`config.mk`:
```
export PLATFORM = sky130hd
export DESIGN_NAME = shift_seq
export DESIGN_NICKNAME = d
export VERILOG_FILES = /design/src/rtl/shift_seq.sv
export SDC_FILE = /design/constraint.sdc
export NUM_CORES = 1
export LEC_CHECK = 0
export BUFFER_PORTS_ARGS = -buffer_cell sky130_fd_sc_hd__buf_4
export CAP_MARGIN = 20
export CORE_ASPECT_RATIO = 2
export CORE_MARGIN = 10
export CORE_UTILIZATION = 49
export CTS_CLUSTER_DIAMETER = 40
export CTS_CLUSTER_SIZE = 24
export DETAILED_ROUTE_END_ITERATION = 8
export PLACE_DENSITY = 0.72
export SYNTH_ARGS = -nofsm -noshare
export SYNTH_HDL_FRONTEND = slang
export SYNTH_SLANG_ARGS = --single-unit
```
`constraint.sdc`:
```
create_clock -name clock -period 7.4 [get_ports clock]
set_input_delay 0.74 -clock clock [delete_from_list [all_inputs] [get_ports clock]]
set_output_delay 0.74 -clock clock [all_outputs]
set_load 0.005 [all_outputs]
```
`src/rtl/shift_seq.sv`:
```
// Multi-cycle x86 group-2 shift/rotate unit: one bit per clock on a
// size-restricted field, producing flags in the 12-bit ALU layout.
module shift_seq #(
    parameter int WIDTH      = 16,
    parameter bit MASK_COUNT = 1'b1
) (
    input  logic             clock,
    input  logic             reset,
    input  logic             start,
    input  logic [2:0]       op,
    input  logic [1:0]       size,
    input  logic [WIDTH-1:0] op1,
    input  logic [7:0]       count,
    input  logic [11:0]      flags,
    output logic             busy,
    output logic             done,
    output logic [WIDTH-1:0] value,
    output logic [11:0]      flags_out,
    output logic [1:0]       dbg_state
);
    localparam int IW = $clog2(WIDTH);

    localparam logic [2:0] OP_ROL = 3'd0;
    localparam logic [2:0] OP_ROR = 3'd1;
    localparam logic [2:0] OP_RCL = 3'd2;
    localparam logic [2:0] OP_RCR = 3'd3;
    localparam logic [2:0] OP_SHR = 3'd5;
    localparam logic [2:0] OP_SAR = 3'd7;

    typedef enum logic [1:0] {
        IDLE = 2'd0,
        RUN  = 2'd1,
        DONE = 2'd2
    } state_t;

    state_t           state_q;
    logic [2:0]       op_q;
    logic [1:0]       size_q;
    logic [WIDTH-1:0] work_q;
    logic             cf_q;
    logic             omsb_q;
    logic [11:0]      flags_q;
    logic [7:0]       cnt_q;
    logic             busy_q;
    logic             done_q;
    logic [WIDTH-1:0] value_q;
    logic [11:0]      flags_out_q;

    // Size 2 only exists on a 32-bit datapath; anything else non-byte is 16.
    function automatic logic [1:0] norm_size(input logic [1:0] s);
        if (s == 2'd0)                    return 2'd0;
        else if (s == 2'd2 && WIDTH == 32) return 2'd2;
        else                              return 2'd1;
    endfunction

    function automatic logic [WIDTH-1:0] mask_of(input logic [1:0] s);
        logic [WIDTH-1:0] m;
        m = '0;
        case (s)
            2'd0:    m[7:0]  = '1;
            2'd1:    m[15:0] = '1;
            default: m       = '1;
        endcase
        return m;
    endfunction

    function automatic logic [IW-1:0] msb_of(input logic [1:0] s);
        case (s)
            2'd0:    return IW'(7);
            2'd1:    return IW'(15);
            default: return IW'(WIDTH - 1);
        endcase
    endfunction

    logic [1:0]       start_size;
    logic [7:0]       start_n;
    logic [IW-1:0]    msb_idx;
    logic [IW-1:0]    msb1_idx;
    logic             in_bit;
    logic [WIDTH-1:0] step_val;
    logic             step_cf;
    logic [WIDTH-1:0] res_val;
    logic             res_cf;
    logic             res_msb;
    logic             res_of;
    logic [11:0]      res_flags;

    always_comb begin
        start_size = norm_size(size);
        start_n    = MASK_COUNT ? {3'b000, count[4:0]} : count;
        msb_idx    = msb_of(size_q);
        msb1_idx   = msb_idx - IW'(1);

        case (op_q)
            OP_ROL, OP_SAR: in_bit = work_q[msb_idx];
            OP_ROR:         in_bit = work_q[0];
            OP_RCL, OP_RCR: in_bit = cf_q;
            default:        in_bit = 1'b0;
        endcase

        // Even opcodes shift left, odd ones shift right.
        step_val = '0;
        if (!op_q[0]) begin
            step_val = ((work_q << 1) | {{(WIDTH-1){1'b0}}, in_bit}) & mask_of(size_q);
            step_cf  = work_q[msb_idx];
        end else begin
            step_val          = work_q >> 1;
            step_val[msb_idx] = in_bit;
            step_cf           = work_q[0];
        end

        // A zero count reaches the final cycle without having stepped.
        res_val = (cnt_q != 8'd0) ? step_val : work_q;
        res_cf  = (cnt_q != 8'd0) ? step_cf  : cf_q;
        res_msb = res_val[msb_idx];

        case (op_q)
            OP_ROR, OP_RCR: res_of = res_msb ^ res_val[msb1_idx];
            OP_SHR:         res_of = omsb_q;
            OP_SAR:         res_of = 1'b0;
            default:        res_of = res_msb ^ res_cf;
        endcase

        res_flags     = flags_q;
        res_flags[0]  = res_cf;
        res_flags[1]  = 1'b1;
        res_flags[3]  = 1'b0;
        res_flags[5]  = 1'b0;
        res_flags[11] = res_of;
        if (op_q[2]) begin
            res_flags[2] = ~^res_val[7:0];
            res_flags[4] = 1'b0;
            res_flags[6] = (res_val == '0);
            res_flags[7] = res_msb;
        end
        if (cnt_q == 8'd0) begin
            res_flags = flags_q;
        end
    end

    always_ff @(posedge clock) begin
        if (reset) begin
            state_q     <= IDLE;
            op_q        <= '0;
            size_q      <= '0;
            work_q      <= '0;
            cf_q        <= 1'b0;
            omsb_q      <= 1'b0;
            flags_q     <= '0;
            cnt_q       <= '0;
            busy_q      <= 1'b0;
            done_q      <= 1'b0;
            value_q     <= '0;
            flags_out_q <= '0;
        end else begin
            case (state_q)
                IDLE: begin
                    done_q <= 1'b0;
                    if (start) begin
                        op_q    <= op;
                        size_q  <= start_size;
                        work_q  <= op1 & mask_of(start_size);
                        cf_q    <= flags[0];
                        omsb_q  <= op1[msb_of(start_size)];
                        flags_q <= flags;
                        cnt_q   <= start_n;
                        busy_q  <= 1'b1;
                        state_q <= RUN;
                    end
                end
                RUN: begin
                    if (cnt_q != 8'd0) begin
                        work_q <= step_val;
                        cf_q   <= step_cf;
                        cnt_q  <= cnt_q - 8'd1;
                    end
                    if (cnt_q <= 8'd1) begin
                        value_q     <= res_val;
                        flags_out_q <= res_flags;
                        done_q      <= 1'b1;
                        busy_q      <= 1'b0;
                        state_q     <= DONE;
                    end
                end
                DONE: begin
                    done_q  <= 1'b0;
                    state_q <= IDLE;
                end
                default: state_q <= IDLE;
            endcase
        end
    end

    assign busy      = busy_q;
    assign done      = done_q;
    assign value     = value_q;
    assign flags_out = flags_out_q;
    assign dbg_state = state_q;
endmodule
```
After elaboration in Yosys (flattened, before gate mapping)
Index checks and enable logic that the tools add are counted.

storage, ports and cells
  bits in registers = 75
  input port bits = 44
  output and inout port bits = 32
  logic and storage cells = 109

operators by class
  reductions and logical operators = 23
  add/sub/neg operators = 2
  muxes and demuxes = 52
  equality and inequality tests = 10
  bitwise operators = 5
  $lt $le $gt $ge = 5

operators by type and width
  operator                                                        number
  two-way mux 8 bit                                               12
  two-way mux 16 bit                                              3
  bitwise AND 16 bit                                              2
  case mux 16 bit (2 select lines)                                1
  two-way mux 4 bit                                               5
  binary-select mux 1 bit (select 4 bit)                          4
  bitwise mux 16 bit                                              1
  zero test 16 bit                                                1
  bitwise OR 16 x 1 -> 16 bit                                     1
  case mux 8 bit (2 select lines)                                 1
  < comparator 4 x 5 -> 1 bit, second input constant              3
  two-way mux 1 bit                                               14
  two-way mux 12 bit                                              1
  AND reduction 2 bit                                             5
  less-or-equal comparator 8 x 1 -> 1 bit, second input constant  1
  zero test 2 bit                                                 4
  zero test 8 bit                                                 1
  nonzero test 8 bit                                              1
  OR reduction 2 bit                                              4
  XNOR reduction 8 bit                                            1
  subtractor 8 x 1 -> 8 bit, second input constant                1
  equality test 3 x 2 -> 1 bit, second input constant             2
  equality test 3 bit, second input constant                      2
  two-way mux 2 bit                                               3
  other kinds (15)                                                23

Longest topological paths before layout
Gate-level depths: netlist of the first run.

  depth in word-level cells = 14
  mapped depth = 15
  mapped depth without buffers = 13

Worst setup path before layout of the first run
OpenSTA, ideal clock, no wires.

  kind = register -> register
  from = register cnt_q[0]
  to = register flags_out_q[6], in the netlist flags_out[6]
  required time = 7.321 ns
  clock period less this slack = 3.535 ns
  buffers on the path = 2
  arrival = 3.456 ns
  setup time = 0.079 ns
  slack = 3.865 ns
  stages on the path, launching flop included = 15
  cell sequence = dfxtp_1 inv_1 ha_1 or3b_1 clkbuf_1 nor2_1 clkbuf_1 o21ai_0 inv_1 ha_1 nand4_1 or3_2 or3_1 or4_1 a211oi_2

between the ends
  cells in the longest elaborated chain, start to end = 5
  elaborated cells between the ends (all ways) = 8
  those cells by class = order compare (1); mux (3); reduce/logical (4)

RTL lines
  item                    RTL line  text
  start, declared         43        logic [7:0] cnt_q;
  start signal, assigned  166       cnt_q <= start_n;
  start signal, assigned  175       cnt_q <= cnt_q - 8'd1;
  nonzero test 8 bit      113       res_val = (cnt_q != 8'd0) ? step_val : work_q;
  two-way mux 16 bit      n/a
  zero test 16 bit        133       res_flags[6] = (res_val == '0);
  two-way mux 2 bit       130       if (op_q[2]) begin
  two-way mux 12 bit      136       if (cnt_q == 8'd0) begin
  end signal, assigned    179       flags_out_q <= res_flags;
  end, declared           47        logic [11:0] flags_out_q;

Parallel ways exist; a longest one is shown, timed or not.
A chain may end at the register's enable or synchronous reset.

Worst setup path in the final report of the first run
  from = register cnt_q[1]
  to = register flags_out_q[6], in the netlist flags_out[6]

Same word-level chain as after synthesis.

==> results.toml, run 1 <==
[critical_path]
cp_slowest_cell = "or4_1"
startpoint_type = "flop"
max_stage_delay_ns = 0.54
crit_chain = "inv_1 > ha_1 > or3b_1 > nor2_1 > buf_4 > o21ai_0 > inv_1 > ha_1 > nand4_1 > or3_2 > or3_1 > or4_1 > a211oi_2"
critical_path_arrival_ns = 4.10
crit_fanout = 25
criticalPathCategory = "flop to flop"
required_ns = 7.65
r2r_slack_ns = 3.55
end_kind = "flop"

[placement]
dp.final_hpwl_um = 7550
io_buffers = 72
place_area_sq_um = 4160
post-place-ws_ns = 3.64
gp_congestion = 0.873

[clocking]
ctsResizeCount = 0
cts_setup_buffers = 0
cts_root_buf = "clkbuf_16"
h-tree-depth = 3
cts_made_buffers = 9
cts.sinks = 74
insertion_delay_ns = 0.33
cts_tree = "built"
max-clock-path-buffers = 2
postCtsHoldBufs = 0
clkTransAtPathRegs_ns = 0.05

[logic_synthesis]
ys_warn_count = 0
synth_seq_cells = 74
syn_inst = 474
avgSynthCellArea_sq_um = 7.71
synth_nets = 524
synth_top_area_share_pct = 40.5
synth_largest_area_cell = "dfxtp_1"
synthTopCellsByArea = "dfxtp_1 (41%), nand2_1 (10%), a21oi_1 (8.8%)"
ys_async_sr_fraction_pct = 0
synth_edf_count = 0
synth_cell_types = 53
synthesis.area_sq_um = 3650
synth_top_flop_cell = "dfxtp_1"
seq_area_frac_synth_pct = 40.5

[timing]
maxSlewHeadroom_pct = 44.4
setup_ws_ns = 3.55
setup_viol = 0
fin_crit_sh_pct = 52.0
rsz0062_at_grt = "no"
fin_setup_tns_ns = 0
worst_slew_pin_slew_ns = 0.832
fin_skew_ns = 0.00545
hold_violations = 0
min_period_ns = 3.85
fmax_mhz = 260
maxSlewViolCount = 0

[global_route]
grtUsageMet1_pct = 19.6
grtUsageMet3_pct = 4.56
antenna_found_initial = 0
grt_max_degree = 75
grt_util_met2_pct = 34.5
grt_usage_pct = 19.3
top_usage_layer = "met2"
grt_pass1_vias = 3507
grt_overflow = 0
grt_pass1_wl_um = 17500

[final_layout]
nets = 576
layout_commonest_cell = "nand2_1"
area_growth_pct = 22.3
antennaDiodeCount = 0
fin_util_pct = 61.5
drive_gt1_share_pct = 19.2
fill_cells = 704
final_cell_mix = "nand2_1 (100), buf_4 (79), dfxtp_1 (74)"
final_area_sq_um = 4470

[routing]
ant_nets = 0
drt-vias-per-instance = 5.84
route.detailed.drc = 0
firstDrtPassIters = 5
vias = 3633
drt_wl_total_um = 11000
wl_per_cell_um = 17.7
drtIter0Drc = 366

[floorplan]
coreArea_sq_um = 7270
rows = 44
io_pins = 76
die-area_sq_um = 11500
initial_utilization_pct = 50.3
die_h_um = 142
die_w_um = 81.1

[power_and_ir_drop]
ir_drop_mv = 0.300
power.density_nw_per_um2 = 332
power.leakage_nw = 1.71
finalPower_mw = 1.48

[job]
max_cap_viol_count = 0

[status]
run_status = "finished, final reports clean"

[min_path]
hp-class = "flop to flop"
-- cells in the mapped netlist, types with 4 or more instances --
| library cell | number |
|---|---|
| nand3_1 | 8 |
| xnor2_1 | 5 |
| a211oi_1 | 11 |
| a22oi_1 | 11 |
| o21ai_0 | 23 |
| nand2b_1 | 6 |
| o211ai_1 | 8 |
| a21oi_1 | 64 |
| nor3_1 | 12 |
| nor2_1 | 35 |
| clkbuf_1 | 29 |
| clkbuf_8 | 4 |
| dfxtp_1 | 74 |
| nand2_1 | 100 |
| ha_1 | 6 |
| o31ai_1 | 5 |
| inv_1 | 11 |
| mux2i_1 | 11 |
-- stage by stage --
| stage | instances | hold WS (ns) |
|---|---|---|
| floorplan | 474 | 0.432 |
| global placement | 606 | 0.438 |
| detailed placement | 606 | 0.442 |
| CTS | 621 | 0.451 |
| global route | 622 | 0.467 |
| finish | 622 | 0.448 |
-- final cells by class --
type                            instances  area [sq um]  share of cell area, %
Timing Repair Buffer                   79           593                   13.3
Clock buffer                           13           270                   6.05
Sequential cell                        74          1480                   33.1
Multi-Input combinational cell        351          1930                   43.3
Tap cell                               92           115                   2.58
Clock inverter                          2          35.0                  0.784
Inverter                               11          41.3                  0.924
-- logic make-up after synthesis --
logic type | share of synthesized area, %
fa+ha+maj | 2.05
xor+xnor | 1.68
compound gates | 23.6
flops | 40.5
simple gates | 22.2
buf+inv | 6.57
mux | 3.32
-- worst max-delay path, delay by kind of cell, from the launching register on --
| kind | cells | cell delay [ns] |
|---|---|---|
| and+or+nand+nor | 6 | 2.03 |
| AOI/OAI and AO/OA | 2 | 0.47 |
| adders and majority gates | 2 | 0.41 |
| DFF | 1 | 0.34 |
| buffers and inverters | 3 | 0.52 |
-- per-layer routing --
metal,vias up,share of wire (%)
met3,26,5.3
met1,1720,36
met2,126,55
met4,0,3.5
li1,1761,-
met5,-,0
-- report_power, final --
part | internal, mW | switching [mW]
Sequential | 0.451 | 0.0528
Clock | 0.286 | 0.157
Combinational | 0.208 | 0.329
-- path summary, 6_finish.rpt --
| check | start | endpoint | cells past startpoint |
|---|---|---|---|
| worst max register to register | cnt_q[1]$_SDFFE_PP0P_ | flags_out[6]$_SDFFE_PP0P_ | 13 |
| worst max-delay path | cnt_q[1]$_SDFFE_PP0P_ | flags_out[6]$_SDFFE_PP0P_ | 13 |
| worst min register to register | flags_q[10]$_SDFFE_PP0P_ | flags_out[10]$_SDFFE_PP0P_ | 2 |
| worst min-delay path | flags_q[10]$_SDFFE_PP0P_ | flags_out[10]$_SDFFE_PP0P_ | 2 |
-- sequential cells by signal, indices dropped and copies added (netlist names) --
name and flops:
flags_out 12, size_q 1, omsb_q 1, work_q 16, flags_q 12, op_q 3
busy 1, cnt_q 8, done 1, cf_q 1, value 16, dbg_state 2
Power figures use the tool's default switching activity.
==> run 2: changes to the inputs <==
PLACE_DENSITY = 0.75   (was 0.72)
clock period = 3.1 ns   (was 7.4 ns; I/O delays follow)
==> results.toml, run 2 (synthesized netlist as in run 1, its figures left out) <==
[clocking]
cts.sinks = 74
cts_tree = "built"
cts_root_buf = "clkbuf_16"
max-clock-path-buffers = 2
postCtsHoldBufs = 0
insertion_delay_ns = 0.34
h-tree-depth = 3
cts_made_buffers = 9
clkTransAtPathRegs_ns = 0.06

[critical_path]
rr_startpoint = "cnt_q[5]$_SDFFE_PP0P_"
critPathLaunch = "cnt_q[5]$_SDFFE_PP0P_"
criticalPathCategory = "flop to flop"
cp_common_cell = "or4_4"
critPathBufInv = 1
cp_slowest_cell = "or4_4"
critPathTopFamily = "simple AND/OR/NAND/NOR gates"
crit_chain = "or4_4 > nor2_4 > o21ai_1 > inv_1 > ha_1 > nand4_1 > or3_2 > or3_1 > or4_4 > a211oi_2"
end_kind = "flop"
critical_path_arrival_ns = 3.28
required_ns = 3.36
startpoint_type = "flop"
max_stage_delay_ns = 0.55
crit_fanout = 9

[final_layout]
nets = 615
antennaDiodeCount = 0
layout_commonest_cell = "buf_4"
final_area_sq_um = 4800
final_cells = 662
drive_gt1_share_pct = 27.2
final_cell_mix = "buf_4 (118), nand2_1 (100), dfxtp_1 (71)"
area_growth_pct = 31.4
fin_util_pct = 66.1

[global_route]
grtUsageMet3_pct = 3.73
grt_max_degree = 75
grtUsageMet1_pct = 20.1
grt_pass1_vias = 3819
grt_pass1_wl_um = 18400
antenna_found_initial = 0
top_usage_layer = "met2"
grt_usage_pct = 20.7
grt_overflow = 0
grt_util_met2_pct = 36.6

[floorplan]
coreArea_sq_um = 7270
initial_utilization_pct = 50.3
rows = 44
io_pins = 76
die-area_sq_um = 11500
die_h_um = 142
die_w_um = 81.1

[min_path]
hp-start = "flags[7]"
hp-class = "input port to flop"

[status]
run_status = "finished, final reports clean"

[routing]
wl_per_cell_um = 18.2
drtIter0Drc = 343
firstDrtPassIters = 5
route.detailed.drc = 0
drt-vias-per-instance = 5.75
drt_wl_total_um = 12000
vias = 3804
ant_nets = 0

[placement]
dp.final_hpwl_um = 8650
placedCellCount = 644
post-place-ws_ns = -0.0399
io_buffers = 72
gp_congestion = 0.928
place_area_sq_um = 4460

[timing]
holdWs_ns = 0.214
fin_skew_ns = 0.00829
rsz0062_at_grt = "yes"
maxSlewHeadroom_pct = 47.3
fin_crit_sh_pct = 97.3
fin_setup_tns_ns = 0
min_period_ns = 3.02
setup_viol = 0
worst_slew_pin_slew_ns = 0.787
fmax_mhz = 332
setup_ws_ns = 0.0837
hold_violations = 0
maxSlewViolCount = 0

[power_and_ir_drop]
ir_drop_mv = 0.664
power.leakage_nw = 1.91
finalPower_mw = 3.90
power.density_nw_per_um2 = 812

[job]
max_cap_viol_count = 0
[run 2: tightest hold or removal path, stage by stage]
cell	delay [ns]
buf_4	0.11
nand2_1	0.04
a21oi_1	0.05
[run 2: timing repair]
action                                  4_1_cts  5_1_grt
resized for setup                             2        7
pin swaps                                     2        2
endpoints found under the setup margin        1        2
setup buffers                                 2        0
[run 2: final timing paths]
check | slack [ns] | to | cells after the start
worst min-delay path | 0.21 | flags_q[7]$_SDFFE_PP0P_ | 3
worst max-delay path | 0.08 | flags_out[6]$_SDFFE_PP0P_ | 10
worst min register to register | 0.45 | value[11]$_SDFFE_PP0P_ | 2
worst max register to register | 0.08 | flags_out[6]$_SDFFE_PP0P_ | 10
[run 2: area by class of cell]
type | count | area [sq um]
clock inverter | 6 | 65.1
tap | 92 | 115
timing repair buffer | 118 | 886
sequential | 74 | 1490
clock buffer | 10 | 229
inverter | 11 | 41.3
multi-input combinational | 351 | 1980
fill | 643 | 2460
[run 2: layer usage]
| metal | up-vias | wire [um] | share of wire, % |
|---|---|---|---|
| li1 | 1846 | - | - |
| met1 | 1791 | 4170 | 35 |
| met2 | 126 | 6500 | 54 |
| met3 | 41 | 650 | 5.4 |
| met4 | 0 | 728 | 6.0 |
| met5 | - | 0 | 0 |
[run 2: power by group]
part	internal [mW]	leakage (nW)	switching, mW
clock network	0.624	0.143	0.406
registers	1.08	0.606	0.115
logic	0.747	1.16	0.930
